--- config.mk ---
export PLATFORM = sky130hd
export DESIGN_NAME = hamming_decoder_serial
export DESIGN_NICKNAME = d
export VERILOG_FILES = /design/src/rtl/hamming_pkg.sv /design/src/rtl/hamming15_correct.sv /design/src/rtl/hamming_decoder_serial.sv
export SDC_FILE = /design/constraint.sdc
export NUM_CORES = 1
export LEC_CHECK = 0
export ABC_AREA = 1
export CAP_MARGIN = 20
export CORE_ASPECT_RATIO = 0.8
export CORE_UTILIZATION = 55
export CTS_CLUSTER_DIAMETER = 30
export DETAILED_ROUTE_END_ITERATION = 16
export GPL_TIMING_DRIVEN = 0
export PLACE_DENSITY = 0.82
export SLEW_MARGIN = 0
export SYNTH_ARGS = -nofsm -noshare
export SYNTH_HDL_FRONTEND = slang
export SYNTH_SLANG_ARGS = --single-unit
--- constraint.sdc ---
create_clock -name clk -period 1.4 [get_ports clk]
set_input_delay 0.14 -clock clk [delete_from_list [all_inputs] [get_ports clk]]
set_output_delay 0.14 -clock clk [all_outputs]
set_load 0.03 [all_outputs]
--- src/rtl/hamming_pkg.sv ---
// Shared constants, FSM state type and constant helper functions for the
// serial Hamming(15,11) decoder.
package hamming_pkg;

   localparam int CW_W   = 15;
   localparam int DATA_W = 11;
   localparam int SYN_W  = 4;

   // Codeword indices holding the parity bits (Hamming positions 1,2,4,8).
   localparam int P0_IDX = 0;
   localparam int P1_IDX = 1;
   localparam int P2_IDX = 3;
   localparam int P3_IDX = 7;

   typedef enum logic [1:0] {
      ST_IDLE   = 2'd0,
      ST_DECODE = 2'd1,
      ST_SHIFT  = 2'd2
   } state_e;

   // Codeword bits covered by syndrome bit k: positions (index+1) with bit k set.
   function automatic logic [CW_W-1:0] syn_mask(input int k);
      logic [CW_W-1:0] m;
      m = '0;
      for (int i = 0; i < CW_W; i++) begin
         m[i] = ((((i + 1) >> k) & 1) != 0);
      end
      return m;
   endfunction

   // Codeword index carrying data bit j (the j-th non-parity index, ascending).
   function automatic int data_idx(input int j);
      int n;
      int r;
      n = 0;
      r = 0;
      for (int i = 0; i < CW_W; i++) begin
         if (!(i == P0_IDX || i == P1_IDX || i == P2_IDX || i == P3_IDX)) begin
            if (n == j) begin
               r = i;
            end
            n++;
         end
      end
      return r;
   endfunction

endpackage

--- src/rtl/hamming15_correct.sv ---
// Combinational Hamming(15,11) syndrome computation and single-error
// correction of the data bits.
module hamming15_correct
   import hamming_pkg::*;
(
   input  logic [CW_W-1:0]   cw_i,
   output logic [SYN_W-1:0]  syn_o,
   output logic [DATA_W-1:0] data_o
);

   // Each syndrome bit is the parity over the positions it covers.
   for (genvar gi = 0; gi < SYN_W; gi++) begin : g_syn
      localparam logic [CW_W-1:0] MASK = syn_mask(gi);
      assign syn_o[gi] = ^(cw_i & MASK);
   end

   // A data bit is flipped when the syndrome points at its position; the
   // parity bits themselves are never needed downstream, so only data bits
   // are corrected.
   for (genvar gi = 0; gi < DATA_W; gi++) begin : g_data
      localparam int IDX = data_idx(gi);
      assign data_o[gi] = cw_i[IDX] ^ (syn_o == SYN_W'(IDX + 1));
   end

endmodule

--- src/rtl/hamming_decoder_serial.sv ---
// Serial Hamming(15,11) decoder: assembles 15 serial codeword beats, corrects
// a single-bit error and shifts the 11 data bits out serially.
// Optional: define HAMMING_ERR_COUNT_EN to add the saturating err_count output.
module hamming_decoder_serial
   import hamming_pkg::*;
#(
   parameter int MSB_FIRST = 1
) (
   input  logic             clk,
   input  logic             reset,
   input  logic             din,
   input  logic             din_valid,
   input  logic             sync,
   output logic             dout,
   output logic             dout_valid,
   output logic             err_corrected,
   output logic [SYN_W-1:0] syndrome
`ifdef HAMMING_ERR_COUNT_EN
   ,
   output logic [15:0]      err_count
`endif
);

   logic [3:0]        bit_cnt_q;
   logic [CW_W-1:0]   in_sr_q;
   logic [CW_W-1:0]   in_sr_d;
   logic [CW_W-1:0]   cw_q;
   logic [3:0]        wr_idx;
   logic              last_beat;
   state_e            state_q;
   state_e            state_d;
   logic              load_out;
   logic              shift_out;
   logic [DATA_W-1:0] out_sr_q;
   logic [DATA_W-1:0] out_sr_shifted;
   logic [DATA_W-1:0] data_c;
   logic [3:0]        out_cnt_q;
   logic [SYN_W-1:0]  syn_c;
   logic [SYN_W-1:0]  syndrome_q;
   logic              err_q;

   // sync wins over a coincident beat, so such a beat never completes a frame.
   assign last_beat = din_valid && !sync && (bit_cnt_q == 4'd14);
   // Each beat is written straight into its codeword position.
   assign wr_idx    = (MSB_FIRST != 0) ? (4'd14 - bit_cnt_q) : bit_cnt_q;

   // Assembly register with the current beat merged in.
   always_comb begin
      in_sr_d         = in_sr_q;
      in_sr_d[wr_idx] = din;
   end

   // Input beat counter, codeword assembly and full-codeword latch.
   always_ff @(posedge clk or negedge reset) begin
      if (!reset) begin
         bit_cnt_q <= '0;
         in_sr_q   <= '0;
         cw_q      <= '0;
      end else if (sync) begin
         bit_cnt_q <= '0;
      end else if (din_valid) begin
         in_sr_q <= in_sr_d;
         if (last_beat) begin
            bit_cnt_q <= '0;
            cw_q      <= in_sr_d;
         end else begin
            bit_cnt_q <= bit_cnt_q + 4'd1;
         end
      end
   end

   hamming15_correct u_correct (
      .cw_i   (cw_q),
      .syn_o  (syn_c),
      .data_o (data_c)
   );

   // Output FSM state register.
   always_ff @(posedge clk or negedge reset) begin
      if (!reset) begin
         state_q <= ST_IDLE;
      end else begin
         state_q <= state_d;
      end
   end

   // Output FSM next state: one decode cycle, then eleven shift cycles.
   always_comb begin
      state_d   = state_q;
      load_out  = 1'b0;
      shift_out = 1'b0;
      case (state_q)
         ST_IDLE: begin
            if (last_beat) begin
               state_d = ST_DECODE;
            end
         end
         ST_DECODE: begin
            load_out = 1'b1;
            state_d  = ST_SHIFT;
         end
         ST_SHIFT: begin
            shift_out = 1'b1;
            if (out_cnt_q == 4'(DATA_W - 1)) begin
               state_d = ST_IDLE;
            end
         end
         default: begin
            state_d = ST_IDLE;
         end
      endcase
   end

   assign out_sr_shifted = (MSB_FIRST != 0) ? {out_sr_q[DATA_W-2:0], 1'b0}
                                            : {1'b0, out_sr_q[DATA_W-1:1]};

   // Corrected data / syndrome capture and serial output shifting.
   always_ff @(posedge clk or negedge reset) begin
      if (!reset) begin
         out_sr_q   <= '0;
         out_cnt_q  <= '0;
         syndrome_q <= '0;
         err_q      <= 1'b0;
      end else if (load_out) begin
         out_sr_q   <= data_c;
         out_cnt_q  <= '0;
         syndrome_q <= syn_c;
         err_q      <= |syn_c;
      end else if (shift_out) begin
         out_sr_q  <= out_sr_shifted;
         out_cnt_q <= out_cnt_q + 4'd1;
      end
   end

   assign dout_valid    = (state_q == ST_SHIFT);
   assign dout          = dout_valid & ((MSB_FIRST != 0) ? out_sr_q[DATA_W-1] : out_sr_q[0]);
   assign syndrome      = syndrome_q;
   assign err_corrected = err_q;

`ifdef HAMMING_ERR_COUNT_EN
   logic [15:0] err_count_q;

   // Saturating count of frames that needed correction.
   always_ff @(posedge clk or negedge reset) begin
      if (!reset) begin
         err_count_q <= '0;
      end else if (load_out && (syn_c != '0) && (err_count_q != 16'hFFFF)) begin
         err_count_q <= err_count_q + 16'd1;
      end
   end

   assign err_count = err_count_q;
`endif

endmodule
**After elaboration in Yosys (flattened, before gate mapping)**

Cells that the tools add are included.

- Register bits: 56
- Input bits: 5
- Output and inout bits: 7
- Word-level logic and storage cells: 73

- Add/subtract/negate cells: 3
- Order comparisons: 2
- Eq/ne operators: 17
- Muxes and demuxes: 15
- Bitwise logic cells: 13
- Reductions and logical operators: 15

Operators with widths:

| kind | count |
|---|---|
| 15-bit parity | 4 |
| 4-bit == test (second input constant) | 9 |
| 11-bit two-way mux | 2 |
| 4-bit two-way mux | 5 |
| 15-bit bitwise mux | 1 |
| 4-bit by 3-bit == test with 1-bit output (second input constant) | 3 |
| 1-bit bitwise XOR | 11 |
| 4-bit by 1-bit adder with 4-bit output (second input constant) | 2 |
| 2-bit case mux with 3 select lines | 1 |
| 4-bit by 5-bit less-than comparator with 1-bit output (second input constant) | 1 |
| 1-bit demux with 4-bit select | 1 |
| 4-bit by 2-bit == test with 1-bit output (second input constant) | 1 |
| 4-bit by 1-bit >= comparator with 1-bit output (second input constant) | 1 |
| 2-bit two-way mux | 2 |
| 2-bit AND reduction | 2 |
| 2-bit nonzero test | 2 |
| 4-bit OR reduction | 1 |
| 4-bit subtractor (first input constant) | 1 |
| 1-bit logical AND | 3 |
| 1-bit two-way mux | 3 |
| 3-bit AND reduction | 1 |
| 2-bit by 1-bit == test with 1-bit output (second input constant) | 1 |
| 2-bit == test (second input constant) | 1 |
| 2-bit logical NOT | 1 |
| other kinds (5) | 5 |

**Depth between registers and ports, before layout**

Gate-level depths: netlist (run 1).

- Depth in word-level cells: 6
- Gate-level depth with buffers: 14
- Depth with buffers taken out: 13

**By module**

A second synthesis (run 1) with hierarchy kept.

- Cell total of the unflattened synthesis: 539
- Area total of the unflattened synthesis: 3,756.1 um^2

Modules (own cells, without submodules):

| module | times used | cells each | area each (um^2) | seq. area each (um^2) |
|---|---|---|---|---|
| hamming_decoder_serial | 1 | 352 | 2,876.5 | 1,401.3 |
| hamming15_correct | 1 | 187 | 879.6 | 0.0 |

**Worst setup path before layout (run 1)**

OpenSTA, ideal clock, no wires.

- Path type: reg-to-reg
- Start point: reg bit_cnt_q[0]
- End point: reg in_sr_q[0]
- Setup time: 0.133 ns
- Arrival: 1.452 ns
- Required time: 1.267 ns
- Setup slack: -0.185 ns
- Stages on the path, launching flop included: 10
- Buffers on the path: 0
- Clock period less this slack: 1.585 ns
- Cell sequence: dfrtp_1 ha_1 xor2_1 inv_1 nor2_1 nand2_1 nor2_1 a21oi_1 nand2_1 o21ai_0

- Word-level cells in the longest chain between the ends: 6
- Elaborated cells on any way between the ends: 7
- Classes of those cells: 1 x add/sub; 2 x order compare; 3 x mux; 1 x reduce/logical

RTL lines:

| element | RTL line | text |
|---|---|---|
| start, declared | hamming_decoder_serial.sv:24 | `logic [3:0] bit_cnt_q;` |
| start signal, assigned | hamming_decoder_serial.sv:67 | `bit_cnt_q <= bit_cnt_q + 4'd1;` |
| 4-bit subtractor (*) | hamming_decoder_serial.sv:45 | `assign wr_idx = (MSB_FIRST != 0) ? (4'd14 - bit_cnt_q) : bit_cnt_q;` |
| 4-bit by 5-bit less-than comparator with 1-bit output (not written as such) / 4-bit by 1-bit >= comparator with 1-bit output (equally long branches) | hamming_decoder_serial.sv:50 | `in_sr_d[wr_idx] = din;` |
| 1-bit logical AND (not written as such) | hamming_decoder_serial.sv:50 |  |
| 1-bit two-way mux (not written as such) | hamming_decoder_serial.sv:50 |  |
| 1-bit demux with 4-bit select (*) | hamming_decoder_serial.sv:50 |  |
| 15-bit bitwise mux (*) | hamming_decoder_serial.sv:50 |  |
| end signal, assigned | hamming_decoder_serial.sv:62 | `in_sr_q <= in_sr_d;` |
| end, declared | hamming_decoder_serial.sv:25 | `logic [CW_W-1:0] in_sr_q;` |

Mark *: on every way between the ends. The rest lies on a longest branch, timed or not.
A chain may end at the register's enable or synchronous reset.

**Worst setup path after layout (run 1)**

- Start point: reg cw_q[6]
- End point: reg out_sr_q[10]

- Word-level cells in the longest chain between the ends: 4
- Elaborated cells on any way between the ends: 6
- Classes of those cells: 1 x eq/ne; 1 x mux; 1 x bitwise; 3 x reduce/logical

RTL lines:

| element | RTL line | text |
|---|---|---|
| start, declared | hamming_decoder_serial.sv:27 | `logic [CW_W-1:0] cw_q;` |
| start signal, assigned | hamming_decoder_serial.sv:65 | `cw_q <= in_sr_d;` |
| 15-bit parity | hamming15_correct.sv:14 | `assign syn_o[gi] = ^(cw_i & MASK);` |
| 4-bit == test (*) | hamming15_correct.sv:22 | `assign data_o[gi] = cw_i[IDX] ^ (syn_o == SYN_W'(IDX + 1));` |
| 1-bit bitwise XOR (*) | hamming15_correct.sv:22 |  |
| 11-bit two-way mux (*) | hamming_decoder_serial.sv:124 | `end else if (load_out) begin` |
| end signal, assigned | hamming_decoder_serial.sv:125 | `out_sr_q <= data_c;` |
| end signal, assigned | hamming_decoder_serial.sv:130 | `out_sr_q <= out_sr_shifted;` |
| end, declared | hamming_decoder_serial.sv:34 | `logic [DATA_W-1:0] out_sr_q;` |

Marked as above.

==> flow_summary_export.csv, run 1 <==
group,metric,value,unit
run_status,outcome,"finished with violations",
run_status,violations,"negative setup slack",
drt,drc,0,
layout,diodes,0,
grt,globalRouteMet1Util,40.8,%
timing,max-slew-margin-rel,54.1,%
synth,syn_area_per_cell,6.95,um2
layout,drive_gt1_share,41.7,%
layout,utilization,80.6,%
timing,setup_viol,52,
critical_path,cp.arrival,2.20,ns
grt,grt_pass1_vias,3428,
synth,synth_cell_types,27,
critical_path,r2r_slack,-0.58,ns
timing,hold_viol,0,
drt,wl_per_cell,19.6,um
timing,rsz0062_at_grt,"yes",
synth,syn_nets,517,
timing,timing.final.crit_share,142,%
grt,grt.met2_usage,52.3,%
layout,ff_latch_area,1420,um2
drt,first_iter_violations,459,
timing,fmax,504,MHz
floorplanning,die_width,90.9,um
synth,ys_ff_latch,56,
critical_path,endpoint_kind,"register",
layout,final.fill_count,305,
synth,yosysTopAreaCellShare,40.3,%
critical_path,cp_max_fo,8,
grt,grt-ovfl-total,0,
drt,totalWireLength,12.6,mm
synth,seq_area_frac_synth,40.3,%
drt,detail-route-antenna-nets,0,
flow_run,drv_cap,0,
grt,grt_pass1_wl,16.3,mm
drt,firstDrtPassIters,7,
placement,dpl_cell_area,3830,um2
floorplanning,rows,25,
grt,grt_max_degree,30,
clock_network,max-clock-path-buffers,2,
drt,via_per_inst,6.30,
synth,yosys-top-cells-area,"dfrtp_1 40%, nand2_1 18%, inv_1 7.9%",
floorplanning,initial_core_util,58.0,%
timing,holdWs,0.373,ns
synth,synthCells,501,
critical_path,r2r_end,"out_sr_q[10]",
layout,multiInputGateArea,2300,um2
clock_network,cts_root_buf,"clkbuf_8",
floorplanning,core_area,6010,um2
clock_network,cts_tree,"done",
timing,tightest_slew,0.689,ns
clock_network,insertion_delay,0.33,ns
floorplanning,fp.dieArea,6650,um2
timing,setup_slack,-0.582,ns
clock_network,htree_levels,2,
placement,hpwlAfterDp,6.15,mm
placement,io_buffers,11,
power,power.density,968,nW/um2
drt,vias,4054,
timing,slew_violations,0,
placement,dp_cells,594,
synth,netlist_area,3480,um2
power,ir_worst_vdd,567,uV
hold_path,hold_path.class,"in -> async",
layout,num-nets-final,578,
placement,routabilityCongestion,0.831,
critical_path,rr_worst_depth,12,
power,power.leakage,2.21,nW
clock_network,clkSlewWorstSetupHoldPaths,0.11,ns
synth,synth_area_leader_cell,"dfrtp_1",
layout,instances_no_fill,644,
layout,areaGrowthSynthToFinish,39.1,%
timing,fin_crit,1.98,ns
timing,skew,0.0124,ns
floorplanning,ios,12,
critical_path,cp_cell_sequence,"buf_6 -> nand2_1 -> inv_1 -> nor2_1 -> nand2_1 -> nand2_1 -> nand2_2 -> nand2_4 -> nor2_4 -> nand4_1 -> nand3_2 -> nand2_1",
floorplanning,die_h,73.2,um
critical_path,worstSetupPathType,"reg -> reg",
grt,antenna_found_initial,0,
grt,grt_busiest_layer,"met2",
layout,fin_area,4840,um2
placement,pre_cts_slack,-0.486,ns
critical_path,cp_slowest_stage_delay,0.40,ns
synth,ys_warn_count,0,
critical_path,crit_slowest_cell,"dfrtp_1",
grt,grt_usage,30.9,%
critical_path,crit_required,1.62,ns
critical_path,critPathLaunchType,"register",
critical_path,rr_startpoint,"cw_q[6]",
critical_path,cp_common_cell,"nand2_1",
clock_network,cts_made_buffers,5,
clock_network,clkSinkCount,56,
grt,gr-usage-met3,4.90,%
area by class of cell:
| type | count | area share, % |
|---|---|---|
| well taps | 81 | 2.09 |
| flip-flops and latches | 56 | 29.2 |
| multi-input cells | 355 | 47.6 |
| plain buffers | 15 | 2.53 |
| repair buffers | 54 | 10.4 |
| clock inverters | 2 | 0.284 |
| inverters | 75 | 6.17 |
| clock buffers | 6 | 1.70 |
worst max-delay path by stage:
stage	start	slack, ns	cells after the start	to
3_3_place_gp	reset	-1.74	1	bit_cnt_q[1]
2_1_floorplan	cw_q[13]	-0.08	11	out_sr_q[2]
4_1_cts	bit_cnt_q[0]	-0.26	9	in_sr_q[8]
6_report	cw_q[6]	-0.58	12	out_sr_q[10]
3_5_place_dp	din_valid	-0.49	6	in_sr_q[1]
5_1_grt	cw_q[6]	-0.63	12	out_sr_q[10]
where the power goes:
group / total [mW] / internal, mW / switching, mW / leakage, nW
Clock: 0.981 / 0.407 / 0.575 / 0.0516
Sequential: 1.92 / 1.80 / 0.121 / 0.665
Combinational: 1.79 / 0.643 / 1.14 / 1.49
Total: 4.69 / 2.85 / 1.84 / 2.21
Yosys cell counts, drive strengths merged:
cell type and number:
a31oi 1, nor2 37, a21boi 1, nor3 2
ha 11, o22ai 9, xnor2 4, xor2 3
clkbuf 9, a21oi 17, dfrtp 56, inv 75
nand3 36, nand2 180, nand4 11, buf 7
o21ai 42
critical path, delay by kind of cell, from the launching register on:
family / cells / cell delay [ns]
AND/OR/NAND/NOR: 10 / 1.19
flip-flops: 1 / 0.40
buffers and inverters: 2 / 0.27
logic make-up (layout without fill, tap and decap cells):
group | count (synthesis) | count (layout) | share of synthesized area, %
adders and majority gates | 11 | 11 | 3.95
xor gates and xnor gates | 7 | 7 | 1.76
AOI/OAI and AO/OA | 70 | 70 | 10.5
and+or+nand+nor | 266 | 267 | 33.0
buffers and inverters | 91 | 152 | 10.5
DFF | 56 | 56 | 40.3
what timing repair did:
action	in CTS	in global routing
gates resized for setup	122	104
cloned	1	1
endpoints found under the hold margin	28	0
endpoints found under the setup margin	57	55
buffers inserted	30	10
pin swaps	49	47
hold buffers	1	0
placed cells by master, fill, tap and decap left out, types with 9 or more instances in the layout:
master / instances
o21ai_1: 27
buf_6: 11
nor2_2: 15
nand2_1: 121
buf_4: 36
nand2_4: 11
dfrtp_1: 44
nor2_4: 12
nor2_1: 10
inv_2: 15
dfrtp_2: 12
a21oi_2: 14
nand3_2: 10
nand3_1: 23
inv_1: 55
nand2_2: 49
o22ai_1: 9
nand4_1: 11
registers in the layout, indices dropped and copies added, names as in the netlist:
| register | flops |
|---|---|
| err_corrected | 1 |
| cw_q | 15 |
| out_sr_q | 11 |
| state_q | 2 |
| bit_cnt_q | 4 |
| syndrome | 4 |
| out_cnt_q | 4 |
| in_sr_q | 15 |
routing by layer:
metal  share of wire, %  wire [um]
met1                 38       4780
met2                 45       5680
met3                 12       1470
met4                5.5        699
met5                  0          0
stage by stage:
stage               power, mW  setup TNS (ns)
CTS                      4.30           -8.97
floorplan                2.80           -2.28
finish                   4.69          -16.46
global route             4.86          -19.82
global placement         3.12         -101.01
detailed placement       3.18          -18.14
(Power assumes the default switching activity.)
==> run 2, diff against run 1 <==
--- a/config.mk
+++ b/config.mk
@@ -8,12 +8,13 @@
 export ABC_AREA = 1
 export CAP_MARGIN = 20
 export CORE_ASPECT_RATIO = 0.8
-export CORE_UTILIZATION = 55
+export CORE_UTILIZATION = 43
 export CTS_CLUSTER_DIAMETER = 30
 export DETAILED_ROUTE_END_ITERATION = 16
 export GPL_TIMING_DRIVEN = 0
-export PLACE_DENSITY = 0.82
+export PLACE_DENSITY = 0.68
 export SLEW_MARGIN = 0
 export SYNTH_ARGS = -nofsm -noshare
 export SYNTH_HDL_FRONTEND = slang
+export SYNTH_HIERARCHICAL = 1
 export SYNTH_SLANG_ARGS = --single-unit
==> run 2 against run 1 <==
Effect of this change:
- the flow still finishes with violations (negative setup slack)
- setup slack better by 0.13 ns
- non-clock buffer count up 17
- combinational power down 75%
- sequential share of layout area decreased by 2.6 points
- total power decreased by 30%
- critical path depth is 1 higher
- register-to-register slack better by 0.13 ns
==> flow_summary_export.csv, run 2 <==
group,metric,value,unit
run_status,outcome,"finished with violations",
run_status,violations,"negative setup slack",
timing,rsz0062_at_grt,"yes",
timing,slew_violations,0,
critical_path,cp_slowest_stage_delay,0.50,ns
timing,timing.final.crit_share,132,%
power,ir_worst_vdd,396,uV
clock_network,cts_made_buffers,5,
critical_path,rr_worst_depth,13,
critical_path,cp.arrival,2.06,ns
placement,hpwlAfterDp,6.56,mm
timing,fin_crit,1.85,ns
grt,grt_max_degree,33,
synth,synth.most_common_cell,"nand2_1",
drt,wl_met1,5.12,mm
clock_network,clkSinkCount,56,
synth,synthCells,539,
placement,io_buffers,11,
critical_path,critPathLaunchType,"register",
drt,dr_wl_met2,4.97,mm
grt,grt_usage,22.8,%
synth,yosysTopAreaCellShare,37.3,%
timing,hold_viol,0,
layout,reg.largest.list,"cw_q x15, in_sr_q x15, out_sr_q x11",
clock_network,clkSlewWorstSetupHoldPaths,0.11,ns
drt,vias,3903,
synth,synth_common_cells,"225 x nand2_1, 78 x nand3_1, 56 x dfrtp_1",
drt,drc,0,
layout,fin_area,5320,um2
critical_path,r2r_end,"out_sr_q[9]",
grt,grt_pass1_vias,3459,
placement,dpl_cell_area,4070,um2
drt,wl_per_cell,14.9,um
layout,final_common_cell,"nand2_1",
drt,totalWireLength,10.8,mm
critical_path,crit_required,1.60,ns
critical_path,rr_startpoint,"cw_q[10]",
floorplanning,die_width,106,um
layout,drive_gt1_share,42.7,%
synth,synth_cell_types,30,
critical_path,worstSetupPathType,"reg -> reg",
layout,num-nets-final,632,
floorplanning,rows,30,
drt,highest_layer,"met4",
synth,ys.flop_type,"dfrtp_1",
floorplanning,initial_core_util,44.3,%
critical_path,cp_cell_sequence,"buf_6 -> nand2_2 -> nand2_2 -> nand2_2 -> nand2_4 -> nand2_4 -> nand2_4 -> nor2_4 -> nand3_2 -> nand2_1 -> nand2_1 -> nor2_1 -> o22ai_1",
timing,holdWs,0.359,ns
floorplanning,ios,12,
critical_path,cp_max_fo,6,
drt,detail-route-antenna-nets,0,
synth,netlist_area,3760,um2
grt,antenna_found_initial,0,
timing,setup_slack,-0.455,ns
critical_path,endpoint_kind,"register",
hold_path,hold_path.class,"in -> async",
drt,first_iter_violations,308,
power,power.leakage,2.58,nW
layout,areaGrowthSynthToFinish,41.6,%
synth,synth_edf_count,0,
clock_network,cts_root_buf,"clkbuf_8",
timing,tightest_slew,0.621,ns
clock_network,max-clock-path-buffers,2,
synth,ys_warn_count,6,
placement,routabilityCongestion,0.843,
synth,yosys-top-cells-area,"dfrtp_1 37%, nand2_1 22%, nand3_1 10%",
grt,grt_pass1_wl,16.5,mm
timing,skew,0.0148,ns
flow_run,drv_cap,0,
timing,max-slew-margin-rel,58.6,%
floorplanning,fp.dieArea,9120,um2
layout,final_cell_mix,"151 x nand2_1, 62 x nand2_2, 49 x nand3_1",
clock_network,insertion_delay,0.32,ns
power,total_power,3.26,mW
layout,diodes,0,
floorplanning,core_area,8480,um2
clock_network,cts_tree,"done",
layout,final.fill_count,703,
synth,async_flop_share,100,%
synth,synth_area_leader_cell,"dfrtp_1",
drt,wl_met3,573,um
drt,firstDrtPassIters,6,
drt,via_per_inst,5.36,
clock_network,htree_levels,2,
synth,syn_nets,556,
critical_path,r2r_slack,-0.45,ns
synth,ys_ff_latch,56,
synth,syn_area_per_cell,6.97,um2
power,power.density,614,nW/um2
timing,setup_viol,47,
grt,grt-ovfl-total,0,
synth,seq_area_frac_synth,37.3,%
floorplanning,die_h,85.6,um
critical_path,crit_slowest_cell,"dfrtp_2",
timing,fmax,539,MHz
[run 2: kinds of logic (layout without fill, tap and decap cells)]
kind of cell,after synthesis,count (layout),synth area share (%)
buf+inv,75,151,9.19
compound gates,19,19,2.80
flops,56,56,37.3
simple gates,374,375,45.8
xor+xnor,3,3,0.900
fa+ha+maj,12,12,4.00
[run 2: worst max-delay path: cells and delay by family (launching register included)]
| family | cells | cell delay, ns |
|---|---|---|
| buffers and inverters | 1 | 0.16 |
| AO/OA/AOI/OAI | 1 | 0.07 |
| AND/OR/NAND/NOR | 11 | 1.02 |
| flip-flops | 1 | 0.50 |
[run 2: layout make-up]
cell class,count,area [um2],area share (%)
clock inverter,2,35.0,0.659
tap,112,140,2.64
inverter,57,235,4.42
clock buffer,6,72.6,1.36
timing repair buffer,70,647,12.2
sequential,56,1420,26.7
buffer,16,149,2.80
multi-input combinational,409,2620,49.3
[run 2: where the power goes]
group / internal (mW) / leakage (nW) / switching [mW] / total (mW)
logic: 0.165 / 1.79 / 0.282 / 0.447
clock network: 0.533 / 0.0552 / 0.553 / 1.09
registers: 1.69 / 0.737 / 0.0423 / 1.73
total: 2.39 / 2.58 / 0.877 / 3.26
[run 2: worst max path at each step]
stage,from,end,slack [ns]
5_1_grt,cw_q[10],out_sr_q[2],-0.56
4_1_cts,cw_q[10],out_sr_q[1],-0.36
3_3_place_gp,reset,bit_cnt_q[1],-1.84
6_report,cw_q[10],out_sr_q[9],-0.45
2_1_floorplan,cw_q[14],out_sr_q[9],-0.18
3_5_place_dp,cw_q[10],out_sr_q[10],-0.57
[run 2: routing by layer]
layer,GRT usage [%],vias up
met4,7.10,0
met5,0,-
li1,-,1887
met2,35.0,139
met3,2.89,27
met1,33.4,1850
[run 2: metrics by stage]
stage / TNS (ns) / setup slack, ns / std cells / util (%)
floorplan: -1.84 / -0.183 / 539 / -
global route: -11.61 / -0.558 / 728 / 62.7
finish: -7.95 / -0.455 / 728 / 62.7
global placement: -104.04 / -1.84 / 662 / 47.8
detailed placement: -13.76 / -0.566 / 663 / 48.0
CTS: -5.47 / -0.362 / 714 / 56.2
[run 2: timing repair]
| action | in CTS | in global routing |
|---|---|---|
| setup endpoints to repair | 55 | 53 |
| hold buffers | 1 | 0 |
| setup buffers | 38 | 14 |
| gates resized for setup | 108 | 120 |
| pin swaps | 71 | 59 |
| gates cloned | 6 | 2 |
| endpoints found under the hold margin | 24 | 0 |
==> run 3, diff against run 2 <==
--- a/config.mk
+++ b/config.mk
@@ -12,9 +12,9 @@
 export CTS_CLUSTER_DIAMETER = 30
 export DETAILED_ROUTE_END_ITERATION = 16
 export GPL_TIMING_DRIVEN = 0
-export PLACE_DENSITY = 0.68
+export PLACE_DENSITY_LB_ADDON = 0.3
+export SKIP_LAST_GASP = 1
 export SLEW_MARGIN = 0
 export SYNTH_ARGS = -nofsm -noshare
 export SYNTH_HDL_FRONTEND = slang
-export SYNTH_HIERARCHICAL = 1
 export SYNTH_SLANG_ARGS = --single-unit
==> run 3 against run 2 <==
Effect of this change:
- the run still ends with negative setup slack left
- combinational power rose to 3.9 times the previous value
- final cell count decreased by 7.6%
- first-iteration DRC count up 26%
- critical path type unchanged
==> flow_summary_export.csv, run 3 (same netlist as run 1, synthesis figures left out) <==
group,metric,value,unit
clock_network,clkSlewWorstSetupHoldPaths,0.11,ns
layout,final_cell_mix,"111 x nand2_1, 58 x inv_1, 53 x nand2_2",
grt,grt_pass1_wl,15.6,mm
flow_run,drv_cap,0,
drt,via_per_inst,5.44,
layout,utilization,65.6,%
timing,setup_viol,51,
critical_path,cp.arrival,2.12,ns
timing,rsz0062_at_grt,"yes",
floorplanning,initial_core_util,45.8,%
power,power.leakage,2.28,nW
floorplanning,fp.dieArea,8460,um2
clock_network,max-clock-path-buffers,2,
critical_path,crit_required,1.67,ns
grt,grt.met2_usage,39.5,%
grt,grt_pass1_vias,3452,
placement,hpwlAfterDp,6.31,mm
drt,firstDrtPassIters,5,
timing,hold_viol,0,
critical_path,worstSetupPathType,"reg -> reg",
timing,max-slew-margin-rel,55.3,%
grt,grt-ovfl-total,0,
placement,dpl_cell_area,3860,um2
critical_path,cp_cell_sequence,"inv_2 -> nand2_2 -> nand2_2 -> buf_6 -> nand2_2 -> nand2_2 -> nand2_2 -> nand2_4 -> nor2_4 -> nand3_1 -> nand2_1 -> nand3_1 -> nand2_1",
critical_path,cp_max_fo,8,
timing,fmax,542,MHz
placement,routabilityCongestion,0.826,
timing,tightest_slew,0.670,ns
layout,areaGrowthSynthToFinish,43.4,%
timing,slew_violations,0,
grt,globalRouteMet1Util,32.4,%
layout,final_common_cell,"nand2_1",
drt,detail-route-antenna-nets,0,
clock_network,htree_levels,2,
timing,fin_crit,1.85,ns
timing,tns,-13.25,ns
critical_path,cp_common_cell,"nand2_2",
critical_path,cp_slowest_stage_delay,0.48,ns
drt,vias,3663,
placement,io_buffers,11,
layout,fin_area,4990,um2
floorplanning,ios,12,
critical_path,critPathLaunchType,"register",
timing,setup_slack,-0.446,ns
clock_network,clkSinkCount,56,
power,power.density,966,nW/um2
drt,wl_per_cell,15.8,um
hold_path,hold_path.class,"in -> async",
critical_path,cp_top_family,"simple AND/OR/NAND/NOR gates",
power,ir_worst_vdd,513,uV
drt,first_iter_violations,388,
layout,reg.largest.list,"cw_q x15, in_sr_q x15, out_sr_q x11",
clock_network,cts_root_buf,"clkbuf_8",
run_status,violations,"negative setup slack",
drt,drc,0,
clock_network,cts_tree,"done",
timing,skew,0.0143,ns
critical_path,cp_num_buf_inv,2,
layout,num-nets-final,583,
drt,totalWireLength,10.7,mm
floorplanning,die_h,82.5,um
floorplanning,core_area,7600,um2
layout,drive_gt1_share,42.3,%
timing,timing.final.crit_share,132,%
grt,gr-usage-met3,4.04,%
grt,grt_busiest_layer,"met2",
floorplanning,rows,28,
grt,antenna_found_initial,0,
grt,grt_usage,24.2,%
grt,grt_max_degree,30,
critical_path,endpoint_kind,"register",
floorplanning,die_width,103,um
run_status,outcome,"finished with violations",
layout,diodes,0,
critical_path,crit_slowest_cell,"dfrtp_2",
clock_network,cts_made_buffers,5,
clock_network,insertion_delay,0.33,ns
run 3: cell types whose count changed in the layout (fill, tap and decap cells not counted), sizes merged, moves of 6 or more:
cell / change
nand4: -14
nor2: +15
inv: +22
nand2: -64
o21ai: +33
o22ai: +6
nand3: -46
buf: -14
a21oi: +13
run 3: path summary, 6_finish.rpt:
check                           slack [ns]  depth (start not counted)           end         from
min in group clk                      0.49                          2   syndrome[1]  syndrome[1]
worst max register to register       -0.45                         13   out_sr_q[3]     cw_q[13]
worst min register to register        0.49                          2   syndrome[1]  syndrome[1]
max in group asynchronous             0.42                          3      cw_q[12]        reset
worst min-delay path                  0.38                          2  out_sr_q[10]        reset
worst max-delay path                 -0.45                         13   out_sr_q[3]     cw_q[13]
run 3: routing by layer:
layer	vias to the layer above	wire (um)	share of wire (%)
met2	167	5030	47
met1	1743	4550	43
met4	0	357	3.4
met3	46	720	6.8
li1	1707	-	-
met5	-	0	0
run 3: stage by stage:
stage / hold slack, ns / total power [mW] / std cells / worst slack, ns
2_1_floorplan: -0.156 / 2.80 / 501 / -0.0836
3_3_place_gp: 0.467 / 3.13 / 617 / -1.78
3_5_place_dp: 0.208 / 3.19 / 618 / -0.479
4_1_cts: 0.398 / 4.53 / 658 / -0.289
5_1_grt: 0.447 / 5.04 / 673 / -0.538
6_report: 0.381 / 4.82 / 673 / -0.446
run 3: final cells by class:
| cell class | instances | area [um2] |
|---|---|---|
| repair buffers | 60 | 557 |
| multi-input cells | 354 | 2330 |
| flip-flops and latches | 56 | 1410 |
| clock buffers | 6 | 82.6 |
| fillers | 589 | 2610 |
| clock inverters | 2 | 38.8 |
| inverters | 75 | 297 |
| plain buffers | 15 | 144 |
| well taps | 105 | 131 |
run 3: timing repair:
action | in CTS | in global routing
cloned | 1 | 0
endpoints found under the setup margin | 57 | 58
hold endpoints to repair | 27 | 0
pin swaps | 39 | 56
gates resized for setup | 139 | 101
setup buffers | 30 | 17
hold buffers | 1 | 0
run 3: where the power goes:
part	internal (mW)	leakage, nW	switching, mW	total (mW)
combinational	0.666	1.55	1.08	1.75
clock	0.587	0.0614	0.578	1.17
sequential	1.80	0.668	0.110	1.91
total	3.05	2.28	1.77	4.82
